`config.mk`:
```
export PLATFORM = sky130hd
export DESIGN_NAME = alu_seq_ctrl
export DESIGN_NICKNAME = d
export VERILOG_FILES = /design/src/rtl/alu_seq_ctrl.sv
export SDC_FILE = /design/constraint.sdc
export NUM_CORES = 1
export LEC_CHECK = 0
export CORE_MARGIN = 2
export CORE_UTILIZATION = 35
export CTS_CLUSTER_SIZE = 24
export DETAILED_ROUTE_END_ITERATION = 12
export GPL_TIMING_DRIVEN = 0
export SLEW_MARGIN = 25
export SYNTH_ARGS = -nofsm -noshare
export SYNTH_HDL_FRONTEND = slang
export SYNTH_SLANG_ARGS = --single-unit
```
`constraint.sdc`:
```
create_clock -name clk -period 3.2 [get_ports clk]
set_clock_uncertainty 0.15 [all_clocks]
set_input_delay 0.64 -clock clk [delete_from_list [all_inputs] [get_ports clk]]
set_output_delay 0.64 -clock clk [all_outputs]
set_load 0.1 [all_outputs]
```
`src/rtl/alu_seq_ctrl.sv`:
```
// Command-driven sequencer for the add/sub/mul datapath.
// One shared WIDTH-bit adder; multiply is iterative shift-add.
module alu_seq_ctrl #(
  parameter int WIDTH = 8
) (
  input  logic               clk,
  input  logic               rst,
  input  logic               in_valid,
  output logic               in_ready,
  input  logic [1:0]         in_op,
  input  logic [WIDTH-1:0]   in_a,
  input  logic [WIDTH-1:0]   in_b,
  output logic               res_valid,
  input  logic               res_ready,
  output logic [2*WIDTH-1:0] res_data,
  output logic               res_cout,
  output logic               res_err,
  output logic               busy,
  output logic [15:0]        op_count
);

  localparam int IW = (WIDTH > 1) ? $clog2(WIDTH) : 1;

  typedef enum logic [1:0] {
    IDLE,
    EXEC,
    MUL,
    DONE
  } state_t;

  state_t state, state_nx;

  logic [1:0]         op_q;
  logic [WIDTH-1:0]   a_q;
  logic [WIDTH-1:0]   b_q;
  logic [2*WIDTH-1:0] acc;
  logic [IW-1:0]      iter;

  logic [WIDTH-1:0] add_x;
  logic [WIDTH-1:0] add_y;
  logic             add_ci;
  logic [WIDTH:0]   add_s;

  logic accept;
  logic hs;
  logic last;

  assign in_ready  = (state == IDLE) && !rst;
  assign busy      = (state != IDLE);
  assign res_valid = (state == DONE);
  assign accept    = in_valid && in_ready;
  assign hs        = res_valid && res_ready;
  assign last      = (iter == IW'(WIDTH - 1));

  // Sub uses a + ~b + 1; carry out of that is the inverted borrow.
  always_comb begin
    add_x  = a_q;
    add_y  = b_q;
    add_ci = 1'b0;
    unique case (1'b1)
      (state == MUL): begin
        add_x = acc[2*WIDTH-1:WIDTH];
        add_y = b_q[iter] ? a_q : '0;
      end
      (op_q == 2'b01): begin
        add_y  = ~b_q;
        add_ci = 1'b1;
      end
      default: ;
    endcase
    add_s = {1'b0, add_x} + {1'b0, add_y}
          + {{WIDTH{1'b0}}, add_ci};
  end

  always_ff @(posedge clk) begin
    if (rst) state <= IDLE;
    else     state <= state_nx;
  end

  always_comb begin
    state_nx = state;
    unique case (state)
      IDLE: begin
        if (accept)
          state_nx = (in_op == 2'b10) ? MUL : EXEC;
      end
      EXEC: state_nx = DONE;
      MUL:  if (last) state_nx = DONE;
      DONE: if (hs) state_nx = IDLE;
      default: state_nx = IDLE;
    endcase
  end

  always_ff @(posedge clk) begin
    if (rst) begin
      op_q     <= '0;
      a_q      <= '0;
      b_q      <= '0;
      acc      <= '0;
      iter     <= '0;
      res_data <= '0;
      res_cout <= 1'b0;
      res_err  <= 1'b0;
      op_count <= '0;
    end else begin
      unique case (state)
        IDLE: begin
          if (accept) begin
            op_q <= in_op;
            a_q  <= in_a;
            b_q  <= in_b;
            acc  <= '0;
            iter <= '0;
          end
        end
        EXEC: begin
          res_err  <= (op_q == 2'b11);
          res_data <= op_q[1] ? '0 :
            {{WIDTH{1'b0}}, add_s[WIDTH-1:0]};
          res_cout <= (op_q == 2'b00) ? add_s[WIDTH] :
                      (op_q == 2'b01) ? ~add_s[WIDTH] :
                      1'b0;
        end
        MUL: begin
          // Shift {carry, acc} right; adder output lands in the top.
          acc  <= {add_s, acc[WIDTH-1:1]};
          iter <= iter + IW'(1);
          if (last) begin
            res_data <= {add_s, acc[WIDTH-1:1]};
            res_cout <= 1'b0;
            res_err  <= 1'b0;
          end
        end
        DONE: begin
          if (hs) begin
            op_count <= op_count + 16'd1;
            res_err  <= 1'b0;
          end
        end
        default: ;
      endcase
    end
  end

endmodule
```
# == After elaboration in Yosys (flattened, before gate mapping) ==
# Index checks and enable logic that the tools add are counted.
# op_classes
order_cmp,1
reduce_logical,16
n_mux,24
eq_ne,10
addsub,4
bitwise_logic,2
# ops
op,count
16-bit one-hot mux with 2 select lines,2
16-bit two-way mux,2
8-bit two-way mux,3
"16-bit by 1-bit adder with 16-bit output, second input constant",1
8-bit one-hot mux with 2 select lines,1
8-bit by 8-bit adder with 9-bit output,1
9-bit by 1-bit adder with 9-bit output,1
"2-bit == test, second input constant",4
2-bit two-way mux,4
8-bit inverter,1
2-bit one-hot mux with 4 select lines,1
2-bit AND reduction,4
1-bit two-way mux,6
3-bit one-hot mux with 2 select lines,1
3-bit AND reduction,2
2-bit nonzero test,3
"2-bit by 1-bit == test with 1-bit output, second input constant",2
2-bit logical NOT,2
"3-bit by 4-bit less-than comparator with 1-bit output, second input constant",1
"2-bit inequality test, second input constant",2
"3-bit by 1-bit adder with 3-bit output, second input constant",1
1-bit binary-select mux with 3-bit select,1
"3-bit == test, second input constant",1
1-bit logical AND,3
other kinds (7),7
# totals
word_cells,67
ff_bits,73
in_bits,22
out_inout_bits,37

# == Longest topological paths before layout ==
# depth
word_depth,10
depth_mapped,15
ltp_nobuf,13

# == Worst setup path after synthesis ==
# OpenSTA, ideal clock, no wires.
# synth_timing
path_kind,flip-flop to flip-flop
startpoint,register iter[0]
endpoint,register res_cout
n_path_buf,1
setup_time_ps,64
setup_slack_ps,-237
required_time_ps,2986
period_less_slack_ps,3437
path_stages_with_launch,14
t_arrival_ps,3223
cell_sequence,dfxtp_1 buf_4 mux2_2 o221ai_1 nor2_1 a221oi_1 fa_1 inv_1 fa_1 a21o_1 and4_4 o211a_1 or4_1 nand3_1
# synth_between
elab_chain_cells,10
word_cells_on_any_way,13
cone_classes,add/sub (2); eq/ne (2); mux (7); bitwise (1); reduce/logical (1)
# synth_lines
element,line_no,rtl
from (decl),37,logic [IW-1:0] iter;
from (signal assigned),127,iter <= iter + IW'(1);
1-bit binary-select mux with 3-bit select,63,add_y = b_q[iter] ? a_q : '0;
1-bit two-way mux (implied by the code),63,
8-bit two-way mux,63,
8-bit one-hot mux with 2 select lines,60,unique case (1'b1)
8-bit by 8-bit adder with 9-bit output,71,"add_s = {1'b0, add_x} + {1'b0, add_y}"
9-bit by 1-bit adder with 9-bit output,72,"+ {{WIDTH{1'b0}}, add_ci};"
1-bit inverter,121,(op_q == 2'b01) ? ~add_s[WIDTH] :
1-bit two-way mux,121,
1-bit two-way mux,120,res_cout <= (op_q == 2'b00) ? add_s[WIDTH] :
1-bit one-hot mux with 2 select lines,106,unique case (state)
to (signal assigned),120,
to (decl),16,"output logic res_cout,"
# Several ways; a longest one is shown, not always the timed one. The select of a mux whose other input is x is not followed.
# A chain may end at the register's enable or synchronous reset.

# == Worst setup path after layout ==
# layout_timing
startpoint,register iter[0]
endpoint,register res_data[6]
# layout_between
elab_chain_cells,8
word_cells_on_any_way,11
cone_classes,add/sub (2); eq/ne (2); mux (6); reduce/logical (1)
# layout_lines
element,line_no,rtl
1-bit binary-select mux with 3-bit select,63,
1-bit two-way mux (implied by the code),63,
8-bit two-way mux,63,
8-bit one-hot mux with 2 select lines,60,
8-bit by 8-bit adder with 9-bit output,71,
9-bit by 1-bit adder with 9-bit output,72,
8-bit two-way mux,118,res_data <= op_q[1] ? '0 :
16-bit one-hot mux with 2 select lines,106,
to (signal assigned),118,
to (signal assigned),129,"res_data <= {add_s, acc[WIDTH-1:1]};"
to (decl),15,"output logic [2*WIDTH-1:0] res_data,"
# Several ways; a longest one is shown, not always the timed one. The select of a mux whose other input is x is not followed.

==> results.md <==
- Asr flop ratio synth: 0%
- Cell Pwr Density: 847.7 nW/um^2
- CTS tree: done
- CP max stage cell: or3_4
- Max VDD drop: 0.4230 mV
- Initial Utilization: 36.33%
- Xor/xnor share of the synthesized area: 3.437%
- Area fraction of the dominant cell type after synthesis: 40.41%
- Slew margin rel.: 34.04%
- Clock root buffer: clkbuf_8
- Hold Crit Class: reg -> reg
- Routed wire per std cell: 15.32 um
- Failing checks: setup timing
- Kind of critical path: reg -> reg
- Largest family of logic cells by synthesized area: simple AND/OR/NAND/NOR gates
- Outcome: finished, violations left
- Area growth from synthesis to layout: 36.20%
- Crit path largest cell delay: 360 ps
- Sequential area share after synthesis: 40.41%
- Routed wire length: 9.710 mm
- Vias per cell: 5.159
- DIE AREA: 11,020 sq um
- Vias in the first global route: 3,050
- Footprint of the multi-input gates: 2216 sq um
- CP Capture Type: flip-flop
- Final min period: 3412 ps
- Top post-synthesis cells by count: dfxtp_1 (72), nor2_1 (60), nand2_1 (51)
- Synth Cell Area: 3567 sq um
- Reg-to-Reg End: res_data[6]$_SDFFE_PP0P_
- Minimum setup slack after placement: -599.8 ps
- Synth Area in Compound Gates: 16.87%
- Die Height: 105.0 um
- Dpl cells: 612
- CP arrival: 3490 ps
- Final Hold Slack: 311.7 ps
- Startpoint Class: flip-flop
- Post-synthesis adder-cell area fraction: 6.033%
- Critical Path Most Common Cell: fa_2
- Inserted Diodes: 0
- Endpoint of the worst setup timing path: res_data[6]$_SDFFE_PP0P_
- Synth Net Count: 459
- Clock sink count: 72
- Clk buf depth: 2
- Post-synth top flop: dfxtp_1
- Final setup viols: 10
- Final Max Tran Viols: 0
- Final Wtd Congestion: 0.8262
- Setup slack, reg-to-reg: -210 ps
- Global-route wire length before repair: 15.56 mm
- Critical path fanouts, max: 5
- Clk Latency, worst-skew pair: 360 ps
- Reg-to-reg startpoint: iter[0]$_SDFFE_PP0P_
- Fin worst setup slack: -211.8 ps
- Warnings from Yosys: 0
- Post-DRT Antenna Nets: 0
- Tot Pwr: 4119 uW
- Multiplexer area fraction after synthesis: 4.525%
- Filler cell count: 965
- DR vias: 3,271
- Number of enable flip-flop cells after synthesis: 0
- Share of post-route cells with drive strength above 1: 16.77%
- Core Util, Final: 49.48%
- IO buf count: 58
- Worst Path Required: 3270 ps
- RSZ-0062 raised after global routing: yes
- H-tree Lvls: 3
- Crit path launch: iter[0]$_SDFFE_PP0P_
- Achievable Freq: 293.1 MHz
- Largest net degree at the start of global routing: 14
- Hold Violations, Final: 0
- Post-Synth Simple-Gate Area: 24.69%
- P_leak: 0.001828 uW
- Netlist cell types: 50
- Global route total overflow: 0
- Cell Count, Final, Fillers Out: 634
- Syn avg cell area: 8.473 sq um
- Initial antenna violation count: 0
- Row Count: 36
- Most frequent cell after synthesis: dfxtp_1
- DR DRC count: 0
- DR pass1 iterations: 4
- Reg area: 1443 sq um
- Post-Syn Instances: 421
- Final net count: 534
- Reg clk slew, reported paths: 80 ps
- Chip Width: 105.0 um
- # IOs: 59
- GRT Resource Usage Total: 17.79%
- Reg2Reg Depth: 14
- Max-cap violation count: 0
- HPWL after DPL: 7.045 mm
- Tcrit/Tclk final: 106.6%
- Ranking of synthesized cells by area: dfxtp_1 (40%), nor2_1 (6.3%), nand2_1 (5.4%)
- Worst slew pin tran: 986.3 ps
- Seq cells post-synth: 72
- Initial DRC count: 186
- CORE AREA: 9819 sq um
- Hold-fix buffers, CTS: 0
- CTS Buf Count: 9
- Synth area leader: dfxtp_1
- Worst-path cell chain: buf_6, mux2i_2, o21ai_2, o221ai_4, nor2_4, a221oi_4, fa_2, inv_2, fa_2, a21o_1, and4_4, or3_4, a32oi_2, a211oi_1
power by group:
part	switching [uW]	leakage, uW	internal [uW]
combinational	1430	0.00113	734
sequential	96.5	0.000585	1010
clock	382	0.000113	465
per-stage QoR:
stage	setup TNS, ps	instance area [sq um]
2_1_floorplan	0	3630
3_5_place_dp	-4551	4377
3_3_place_gp	-4435	4377
4_1_cts	-728.7	4732
6_report	-907.5	4858
5_1_grt	-2806	4858
critical path, delay by kind of cell (launching register included):
family | cells | cell delay [ps]
AND/OR/NAND/NOR | 3 | 590
AO/OA/AOI/OAI | 6 | 1180
buffers and inverters | 2 | 180
adder cells (fa/ha/maj) | 2 | 620
flip-flops | 1 | 340
multiplexers | 1 | 230
flip-flops by register name, summed over array words and instances, names as in the netlist, 2 cells and up:
signal / flops
b_q: 8
op_count: 16
iter: 3
op_q: 2
res_data: 16
state: 2
acc: 15
a_q: 8
kinds of logic after synthesis:
logic type	count (synthesis)
flip-flops	72
multiplexers	15
AND/OR/NAND/NOR	182
adder cells (fa/ha/maj)	16
XOR/XNOR	14
AO/OA/AOI/OAI	86
buffers and inverters	36
worst min path at each step:
stage,startpoint,end,slack [ps],cells after the start
3_3_place_gp,acc[15]$_SDFFE_PP0P_,acc[15]$_SDFFE_PP0P_,290,2
3_5_place_dp,acc[15]$_SDFFE_PP0P_,acc[15]$_SDFFE_PP0P_,300,2
2_1_floorplan,acc[15]$_SDFFE_PP0P_,acc[15]$_SDFFE_PP0P_,280,2
4_1_cts,acc[15]$_SDFFE_PP0P_,acc[15]$_SDFFE_PP0P_,310,2
6_report,res_data[8]$_SDFFE_PP0P_,res_data[8]$_SDFFE_PP0P_,310,2
5_1_grt,acc[14]$_SDFFE_PP0P_,acc[14]$_SDFFE_PP0P_,350,2
area by class of cell:
class	instances	share of cell area (%)
Clock buffer	10	2.833
Multi-Input combinational cell	313	45.61
Sequential cell	72	29.69
Buffer	20	1.906
Clock inverter	6	1.854
Inverter	12	0.9271
Timing Repair Buffer	68	13.75
Tap cell	133	3.425
layer usage:
metal | routed length [um] | share of wire (%) | GRT usage (%) | up-vias
li1 | - | - | - | 1640
met2 | 4636 | 48 | 29.64 | 73
met4 | 136 | 1.4 | 5.333 | 0
met1 | 4576 | 47 | 22.82 | 1548
met3 | 361 | 3.7 | 4.180 | 10
met5 | 0 | 0 | 0 | -
layout by cell type (no fill, tap or decap), drive strengths merged, types with 5 or more instances in the layout:
cell type	count
dfxtp	72
nor2	60
clkdlybuf4s50	56
nand2	52
clkbuf	24
nand3b	19
a21oi	19
o21ai	17
buf	16
a22oi	15
inv	14
ha	14
xnor2	11
nor3	10
nand2b	9
mux2	9
nand3	8
a221o	7
a32oi	6
mux2i	6
a211oi	5
a221oi	5
timing repair:
item                       4_1_cts  5_1_grt
setup endpoints to repair       21       19
gates resized for setup         26       22
pin swaps                       16       24
buffers inserted                 5        5
Power figures use the tool's default switching activity.
